===== src/rtl/color_pkg.sv =====
// Shared colour constants, reset palette and FSM state encoding
// for the colour sequencer and its palette.
package color_pkg;

    localparam int COLOR_W = 12;

    localparam logic [11:0] RED    = 12'hF00;
    localparam logic [11:0] GREEN  = 12'h0F0;
    localparam logic [11:0] BLUE   = 12'h00F;
    localparam logic [11:0] YELLOW = 12'hFF0;

    // Entry 0 at LSB: R, G, B, Y
    localparam logic [47:0] DEFAULT_PALETTE = {YELLOW, BLUE, GREEN, RED};

    typedef enum logic [1:0] {
        IDLE = 2'd0,
        SHOW = 2'd1,
        GAP  = 2'd2,
        DONE = 2'd3
    } state_e;

endpackage


===== src/rtl/color_palette.sv =====
// Palette register file: 2**IDX_W entries, reset to PALETTE,
// one write port (we/waddr/wdata), NUM_RD combinational read ports.
module color_palette
    import color_pkg::*;
#(
    parameter int IDX_W   = 2,
    parameter int COLOR_W = color_pkg::COLOR_W,
    parameter int NUM_RD  = 5,
    parameter logic [(2**IDX_W)*COLOR_W-1:0] PALETTE = DEFAULT_PALETTE
) (
    input  logic                      clk,
    input  logic                      rst,
    input  logic                      we,
    input  logic [IDX_W-1:0]          waddr,
    input  logic [COLOR_W-1:0]        wdata,
    input  logic [NUM_RD*IDX_W-1:0]   raddr,
    output logic [NUM_RD*COLOR_W-1:0] rdata
);

    localparam int NUM_COLORS = 2**IDX_W;

    logic [COLOR_W-1:0] mem_q [NUM_COLORS];
    logic [COLOR_W-1:0] mem_d [NUM_COLORS];

    always_comb begin
        mem_d = mem_q;
        if (we) begin
            mem_d[waddr] = wdata;
        end
    end

    always_ff @(posedge clk) begin
        if (rst) begin
            for (int i = 0; i < NUM_COLORS; i++) begin
                mem_q[i] <= PALETTE[i*COLOR_W +: COLOR_W];
            end
        end else begin
            mem_q <= mem_d;
        end
    end

    // Reads see the pre-write contents in the cycle of a write
    always_comb begin
        rdata = '0;
        for (int r = 0; r < NUM_RD; r++) begin
            rdata[r*COLOR_W +: COLOR_W] = mem_q[raddr[r*IDX_W +: IDX_W]];
        end
    end

endmodule


===== src/rtl/color_sequencer.sv =====
// Latches packed colour indices, decodes them through a writable palette
// (full_color) and plays slots one by one on cur_color with on/gap timing.
// Ports: clk, rst, start, abort, color_vec, length, pal_we/addr/data in;
// full_color, cur_color, cur_valid, cur_slot, busy, done out (all registered).
module color_sequencer
    import color_pkg::*;
#(
    parameter int NUM_SLOTS  = 4,
    parameter int IDX_W      = 2,
    parameter int COLOR_W    = color_pkg::COLOR_W,
    parameter int ON_CYCLES  = 25_000_000,
    parameter int GAP_CYCLES = 12_500_000,
    parameter logic [(2**IDX_W)*COLOR_W-1:0] PALETTE = DEFAULT_PALETTE,
    localparam int LEN_W  = $clog2(NUM_SLOTS + 1),
    localparam int SLOT_W = (NUM_SLOTS > 1) ? $clog2(NUM_SLOTS) : 1
) (
    input  logic                         clk,
    input  logic                         rst,
    input  logic                         start,
    input  logic                         abort,
    input  logic [NUM_SLOTS*IDX_W-1:0]   color_vec,
    input  logic [LEN_W-1:0]             length,
    input  logic                         pal_we,
    input  logic [IDX_W-1:0]             pal_addr,
    input  logic [COLOR_W-1:0]           pal_data,
    output logic [NUM_SLOTS*COLOR_W-1:0] full_color,
    output logic [COLOR_W-1:0]           cur_color,
    output logic                         cur_valid,
    output logic [SLOT_W-1:0]            cur_slot,
    output logic                         busy,
    output logic                         done
);

    localparam int MAX_CYC = (ON_CYCLES > GAP_CYCLES) ? ON_CYCLES : GAP_CYCLES;
    localparam int CNT_W   = $clog2(MAX_CYC + 1);
    localparam int NUM_RD  = NUM_SLOTS + 1;

    // Counters count down to 0, so load N-1 to stay N cycles
    localparam logic [CNT_W-1:0] ON_LD  = CNT_W'(ON_CYCLES - 1);
    localparam logic [CNT_W-1:0] GAP_LD =
        (GAP_CYCLES > 0) ? CNT_W'(GAP_CYCLES - 1) : '0;

    state_e                       state_q, state_d;
    logic [CNT_W-1:0]             cnt_q, cnt_d;
    logic [SLOT_W-1:0]            slot_q, slot_d;
    logic [NUM_SLOTS*IDX_W-1:0]   vec_q, vec_d;
    logic [LEN_W-1:0]             len_q, len_d;
    logic [NUM_SLOTS*COLOR_W-1:0] full_color_q, full_color_d;
    logic [COLOR_W-1:0]           cur_color_q, cur_color_d;
    logic                         cur_valid_q, cur_valid_d;
    logic                         busy_q, busy_d;
    logic                         done_q, done_d;

    logic [LEN_W-1:0]             len_clamp;
    logic                         last_slot;
    logic [IDX_W-1:0]             cur_idx;
    logic [NUM_RD*IDX_W-1:0]      raddr;
    logic [NUM_RD*COLOR_W-1:0]    rdata;

    color_palette #(
        .IDX_W   (IDX_W),
        .COLOR_W (COLOR_W),
        .NUM_RD  (NUM_RD),
        .PALETTE (PALETTE)
    ) u_palette (
        .clk   (clk),
        .rst   (rst),
        .we    (pal_we),
        .waddr (pal_addr),
        .wdata (pal_data),
        .raddr (raddr),
        .rdata (rdata)
    );

    assign len_clamp = (length > LEN_W'(NUM_SLOTS)) ? LEN_W'(NUM_SLOTS) : length;
    assign last_slot = (LEN_W'(slot_q) + LEN_W'(1)) == len_q;

    always_comb begin
        state_d = state_q;
        cnt_d   = cnt_q;
        slot_d  = slot_q;
        vec_d   = vec_q;
        len_d   = len_q;
        if (abort) begin
            state_d = IDLE;
            slot_d  = '0;
            cnt_d   = '0;
        end else begin
            unique case (state_q)
                IDLE: begin
                    slot_d = '0;
                    if (start) begin
                        vec_d = color_vec;
                        len_d = len_clamp;
                        if (len_clamp == '0) begin
                            state_d = DONE;
                        end else begin
                            state_d = SHOW;
                            cnt_d   = ON_LD;
                        end
                    end
                end
                SHOW: begin
                    if (cnt_q != '0) begin
                        cnt_d = cnt_q - CNT_W'(1);
                    end else if (last_slot) begin
                        state_d = DONE;
                    end else if (GAP_CYCLES > 0) begin
                        state_d = GAP;
                        cnt_d   = GAP_LD;
                    end else begin
                        slot_d = slot_q + SLOT_W'(1);
                        cnt_d  = ON_LD;
                    end
                end
                GAP: begin
                    if (cnt_q != '0) begin
                        cnt_d = cnt_q - CNT_W'(1);
                    end else begin
                        state_d = SHOW;
                        slot_d  = slot_q + SLOT_W'(1);
                        cnt_d   = ON_LD;
                    end
                end
                DONE: begin
                    state_d = IDLE;
                    slot_d  = '0;
                end
            endcase
        end
    end

    // Outputs are registered from next-state values so they line up
    // with state_q; the shown slot reads via vec_d to cover the latch edge.
    assign cur_idx = vec_d[slot_d*IDX_W +: IDX_W];
    assign raddr   = {cur_idx, vec_q};

    always_comb begin
        full_color_d = rdata[NUM_SLOTS*COLOR_W-1:0];
        cur_valid_d  = (state_d == SHOW);
        cur_color_d  = cur_valid_d ? rdata[NUM_RD*COLOR_W-1 -: COLOR_W] : '0;
        busy_d       = (state_d == SHOW) || (state_d == GAP);
        done_d       = (state_d == DONE);
    end

    always_ff @(posedge clk) begin
        if (rst) begin
            state_q      <= IDLE;
            cnt_q        <= '0;
            slot_q       <= '0;
            vec_q        <= '0;
            len_q        <= '0;
            full_color_q <= '0;
            cur_color_q  <= '0;
            cur_valid_q  <= 1'b0;
            busy_q       <= 1'b0;
            done_q       <= 1'b0;
        end else begin
            state_q      <= state_d;
            cnt_q        <= cnt_d;
            slot_q       <= slot_d;
            vec_q        <= vec_d;
            len_q        <= len_d;
            full_color_q <= full_color_d;
            cur_color_q  <= cur_color_d;
            cur_valid_q  <= cur_valid_d;
            busy_q       <= busy_d;
            done_q       <= done_d;
        end
    end

    assign full_color = full_color_q;
    assign cur_color  = cur_color_q;
    assign cur_valid  = cur_valid_q;
    assign cur_slot   = slot_q;
    assign busy       = busy_q;
    assign done       = done_q;

endmodule


===== config.mk =====
export PLATFORM = sky130hd
export DESIGN_NAME = color_sequencer
export DESIGN_NICKNAME = d
export VERILOG_FILES = /design/src/rtl/color_pkg.sv /design/src/rtl/color_palette.sv /design/src/rtl/color_sequencer.sv
export SDC_FILE = /design/constraint.sdc
export NUM_CORES = 1
export LEC_CHECK = 0
export ABC_AREA = 1
export ABC_CLOCK_PERIOD_IN_PS = 2700
export BUFFER_PORTS_ARGS = -buffer_cell sky130_fd_sc_hd__buf_4
export CAP_MARGIN = 10
export CORE_ASPECT_RATIO = 0.5
export CORE_MARGIN = 10
export CORE_UTILIZATION = 35
export DETAILED_ROUTE_END_ITERATION = 12
export PLACE_DENSITY = 0.6
export REMOVE_ABC_BUFFERS = 1
export SLEW_MARGIN = 20
export SYNTH_ARGS = -nofsm -noshare
export SYNTH_HDL_FRONTEND = slang
export SYNTH_HIERARCHICAL = 1
export SYNTH_SLANG_ARGS = --single-unit

===== constraint.sdc =====
create_clock -name clk -period 2.7 [get_ports clk]
set_clock_uncertainty 0.1 [all_clocks]
set_input_delay 0 -clock clk [delete_from_list [all_inputs] [get_ports clk]]
set_output_delay 0 -clock clk [all_outputs]
set_load 0.05 [all_outputs]

# == Yosys cells after proc, flatten, opt, wreduce, memory -nomap -nowiden ==
# Index checks and enable logic that the tools add are counted.
# totals
mem_bits_ro,0
mem_count,0
regBits,151
in_bits,30
latchBits,0
elab_cells,93
mem_bits_rw,0
output_inout_bits,65
# op_classes
mul,0
div_mod_pow,0
n_addsub,3
magnitude_cmp,8
bitwise_logic,8
n_shift,1
mux,38
eq_ne,10
n_reduce_logical,11
# op_table
operator,n
two-way mux 12 bit,11
two-way mux 25 bit,5
binary-select mux 12 bit (select 2 bit),5
one-hot mux 25 bit (3 select lines),1
bitwise mux 48 bit,1
nonzero test 25 bit,1
subtractor 25 x 1 -> 25 bit (second input constant),1
demux 12 bit (select 2 bit),1
two-way mux 8 bit,3
greater-or-equal comparator 3 bit (second input constant),6
NOT 2 -> 3 bit,6
two-way mux 2 bit,7
== test 2 bit (second input constant),4
one-hot mux 2 bit (4 select lines),1
variable part select 8 x 4 -> 2 bit,1
one-hot mux 2 bit (3 select lines),1
OR reduction 2 bit,3
== test 2 x 1 -> 1 bit (second input constant),2
inequality test 2 bit (second input constant),2
AND reduction 4 bit,1
adder 2 x 1 -> 3 bit (second input constant),1
== test 3 bit,1
greater-than comparator 3 bit (second input constant),1
zero test 3 bit,1
11 further kinds,12

# == Depth between registers and ports, before layout ==
# depth
depth_word,10
depth_mapped,21
mapped_depth_nobuf,20

# == By module ==
# The synthesis kept the hierarchy.
# by_module_without_submodules
module,cells_per_inst,area_each_um2,seq_area_each_um2,n_inst
color_sequencer,579,4340.4,2062.0,1
color_palette,647,3724.8,960.9,1

# == Worst setup path after synthesis ==
# Ideal clock, no wire load.
# synth_timing
path_type,flip-flop to flip-flop
start,"register slot_q[0], in the netlist cur_slot[0]"
end,"register cur_valid_q, in the netlist cur_valid"
path_slack_ns,0.244
arrival_ns,2.230
path_stages_with_launch,14
required_time_ns,2.474
n_path_buf,1
setup_ns,0.126
period_less_slack_ns,2.456
cell_sequence,dfxtp_1 -> ha_1 -> inv_1 -> or2_2 -> nand4_1 -> nand4_1 -> nand3_1 -> nand3_1 -> nand2_1 -> inv_1 -> ha_1 -> nand2_1 -> clkbuf_1 -> inv_1
# synth_via
elab_chain_len,7
# synth_rtl
item,line,text
from (decl),color_sequencer.sv:45,"logic [SLOT_W-1:0] slot_q, slot_d;"
from (signal assigned),color_sequencer.sv:161,slot_q <= slot_d;
adder 2 x 1 -> 3 bit,color_sequencer.sv:76,assign last_slot = (LEN_W'(slot_q) + LEN_W'(1)) == len_q;
== test 3 bit,color_sequencer.sv:76,
two-way mux 1 bit,color_sequencer.sv:106,end else if (last_slot) begin
two-way mux 2 bit,color_sequencer.sv:104,if (cnt_q != '0) begin
one-hot mux 2 bit (4 select lines),color_sequencer.sv:89,unique case (state_q)
two-way mux 2 bit,color_sequencer.sv:84,if (abort) begin
named net state_d[0],color_sequencer.sv:43,"state_e state_q, state_d;"
== test 2 x 1 -> 1 bit,color_sequencer.sv:140,cur_valid_d = (state_d == SHOW);
named net cur_valid_d,color_sequencer.sv:50,"logic cur_valid_q, cur_valid_d;"
to (signal assigned),color_sequencer.sv:166,cur_valid_q <= cur_valid_d;
to (decl),color_sequencer.sv:50,
# The timed path passes the listed nets, and every way through them passes these cells.
# A chain may end at the register's enable or synchronous reset.

# == Final worst setup path ==
# layout_timing
start,register state_q[1]
end,register len_q[1]
# layout_via
elab_chain_len,2
# layout_rtl
item,line,text
from (decl),color_sequencer.sv:43,
from (signal assigned),color_sequencer.sv:159,state_q <= state_d;
zero test 2 bit,color_sequencer.sv:89,
AND reduction 3 bit (no line),n/a,
to (signal assigned),color_sequencer.sv:163,len_q <= len_d;
to (decl),color_sequencer.sv:47,"logic [LEN_W-1:0] len_q, len_d;"
# No other way between the ends.

==> impl_metrics.toml <==
[route]
drt_first_pass_iters = 5
routed-wl-met3_um = 1930
vias_per_cell = 4.98
highest_layer = "met4"
wl_met2_um = 12600
drc = 0
finalWirelength_um = 26300
drt_iter0_markers = 803
wl_met1_um = 11200
wl_per_cell_um = 15.7
vias = 8345
drtAntennaViolNets = 0

[yosys]
ys_seq_elements = 151
synthesis.area_um2 = 8070
netlist_instances = 1226
ys_types = 35
syn_avg_cell_area_um2 = 6.58
ys_seq_area_frac = 0.375
synth_warnings = 6

[sta]
rsz0062_at_grt = "false"
fin_ws_ns = 0.167
max_freq_mhz = 395
worst_pin_slew_ns = 0.689
setup_tns_ns = 0
finalCritPeriodShare = 0.938
hold_viol_final = 0
setup_viol = 0
fin_hold_ws_ns = 0.0995
layout_min_cycle_time_ns = 2.53
slew_headroom = 0.536
report.final.slew_viol_count = 0

[run]
drv_cap = 0

[placed_design]
port_buffers = 94
dp_cells = 1583
dpl.hpwl_um = 16900
place_ws_ns = 0.0559
gp_congestion = 0.879

[cts]
cts_buffers = 17
cts_tree = "built"
insertion_delay_ns = 0.44
cts_max_level = 4
cts-root-buf = "clkbuf_16"
clock-sinks = 151
clk_path_buf_depth = 2
path_clk_slew_ns = 0.06

[hold_path]
holdCritStartpoint = "length[2]"
min_path_type = "input port to flip-flop"

[power_and_ir_drop]
p_comb_frac = 0.249
swShare = 0.336
power_switching_uw = 2170
p_seq_frac = 0.383
ir_drop_uv = 495
p_leak_uw = 0.00490
p_clk_frac = 0.368
powerDensity_nw_per_um2 = 625
internal-power_uw = 4290

[floorplan]
core-area_um2 = 22700
dieHeight_um = 127
dieWidth_um = 235
start_util = 0.355
die-area_um2 = 29900
std_cell_rows = 39
ioPinCount = 95

[setup_path]
critPathRequiredTime_ns = 2.92
critPathArrivalTime_ns = 2.75
startpoint = "state_q[1]"
critPathKind = "flip-flop to flip-flop"
crit_top_cell = "dlygate4sd3_1"
r2r-start = "state_q[1]"
cp_slowest_cell = "dlygate4sd3_1"
path_cells = "inv_1 -> ha_2 -> nand3_1 -> buf_6 -> nor2_2 -> a22oi_1 -> dlygate4sd3_1 -> nor2_1 -> dlygate4sd3_1"
critPathLaunchType = "flip-flop"
crit_fanout = 10
critPathMaxStageDelay_ns = 0.57
endpoint_kind = "flip-flop"

[global_routing]
grt-ovfl-total = 0
grt_max_degree = 52
grt_usage = 0.170
antenna_found_initial = 0
grt_pass1_wl_um = 41500
grt_pass1_vias = 7892

[cells_and_area]
area_growth_pct = 28.0
layout.nets = 1396
fill_cells = 2301
multiInputGateArea_um2 = 4240
drive_gt1_frac = 0.151
stdcell_count = 1677
register_area_um2 = 3020
n_antenna_cell = 0

[status]
status = "finished clean"
worst paths after layout:
check	to	slack, ns	cells past startpoint
hold reg to reg	u_palette/mem_q[9]	0.37	2
hold / removal	state_q[1]	0.1	8
setup / recovery	len_q[1]	0.17	9
setup reg to reg	len_q[1]	0.17	9
cell families (layout without fill, tap and decap cells):
family,after synthesis,after routing,synth area share
adders and majority gates,9,9,0.0140
buffers and inverters,211,355,0.108
xor gates and xnor gates,12,12,0.0130
DFF,151,151,0.375
and+or+nand+nor,638,638,0.325
AOI/OAI and AO/OA,197,197,0.156
muxes,8,8,0.00993
cell usage after synthesis, drive strengths merged:
library cell / instances / area share
nand2: 366 / 0.17
nor2: 186 / 0.093
dfxtp: 151 / 0.37
inv: 144 / 0.067
o211ai: 101 / 0.094
nand3: 65 / 0.043
o21ai: 53 / 0.033
buf: 41 / 0.029
a21oi: 37 / 0.023
clkbuf: 26 / 0.012
nand4: 10 / 0.0078
ha: 9 / 0.014
mux2i: 8 / 0.0099
xnor2: 7 / 0.0076
xor2: 5 / 0.0054
nand3b: 4 / 0.0037
nor3: 4 / 0.0025
or2: 3 / 0.0023
a22oi: 2 / 0.0019
a31oi: 2 / 0.0016
a21boi: 1 / 0.00093
o31ai: 1 / 0.00093
stage by stage:
| stage | power (uW) | cell area [um2] | util |
|---|---|---|---|
| global placement | 3960 | 9010 | 0.396 |
| finish | 6460 | 10300 | 0.454 |
| floorplan | 3510 | 7740 | - |
| global route | 6820 | 10300 | 0.454 |
| CTS | 6430 | 10100 | 0.443 |
| detailed placement | 3980 | 9010 | 0.396 |
area by class of cell:
| class | count | share of cell area |
|---|---|---|
| clock buffer | 21 | 0.0456 |
| clock inverter | 11 | 0.0108 |
| inverter | 144 | 0.0529 |
| multi-input combinational | 864 | 0.411 |
| sequential | 151 | 0.293 |
| tap | 307 | 0.0372 |
| timing repair buffer | 179 | 0.150 |
placed cells by master, fill, tap and decap left out, drive strengths merged:
cell type	instances
or2	3
a31oi	2
ha	9
dlygate4sd3	47
xor2	5
mux2i	8
nor3	4
bufinv	1
nand3	65
buf	129
xnor2	7
dfxtp	151
inv	148
nand2	366
nand3b	4
a21boi	1
a22oi	2
a21oi	37
o211ai	101
clkinvlp	3
o21ai	53
o31ai	1
clkinv	3
nor2	186
clkbuf	24
nand4	10
flip-flops by register name, summed over array words and instances, names as in the netlist:
name / cells
cur_color: 12
u_palette/mem_q: 48
cnt_q: 25
busy: 1
vec_q: 8
state_q: 2
len_q: 3
full_color: 48
done: 1
cur_slot: 2
cur_valid: 1
repair_timing:
item | CTS | global route
setup buffers | 0 | 11
endpoints found under the hold margin | 103 | 0
setup endpoints to repair | 0 | 14
gates resized for setup | 0 | 24
hold buffers | 47 | 0
metal layers:
metal	global-route usage	up-vias
met5	0	-
met4	0.0509	0
met3	0.0479	41
met2	0.290	270
met1	0.205	3845
li1	-	4189
power by group through the flow:
stage	logic, uW	clock network [uW]	registers [uW]
floorplan	733	0	2770
global placement	1450	0	2520
detailed placement	1460	0	2520
CTS	1520	2440	2470
global route	1780	2560	2490
finish	1610	2380	2470
critical path: cells and delay by family (launching register included):
family,cells,cell delay (ns)
fa+ha+maj,1,0.21
buf+inv,4,1.39
compound gates,1,0.13
flops,1,0.39
simple gates,3,0.19
Power figures use the tool's default switching activity.
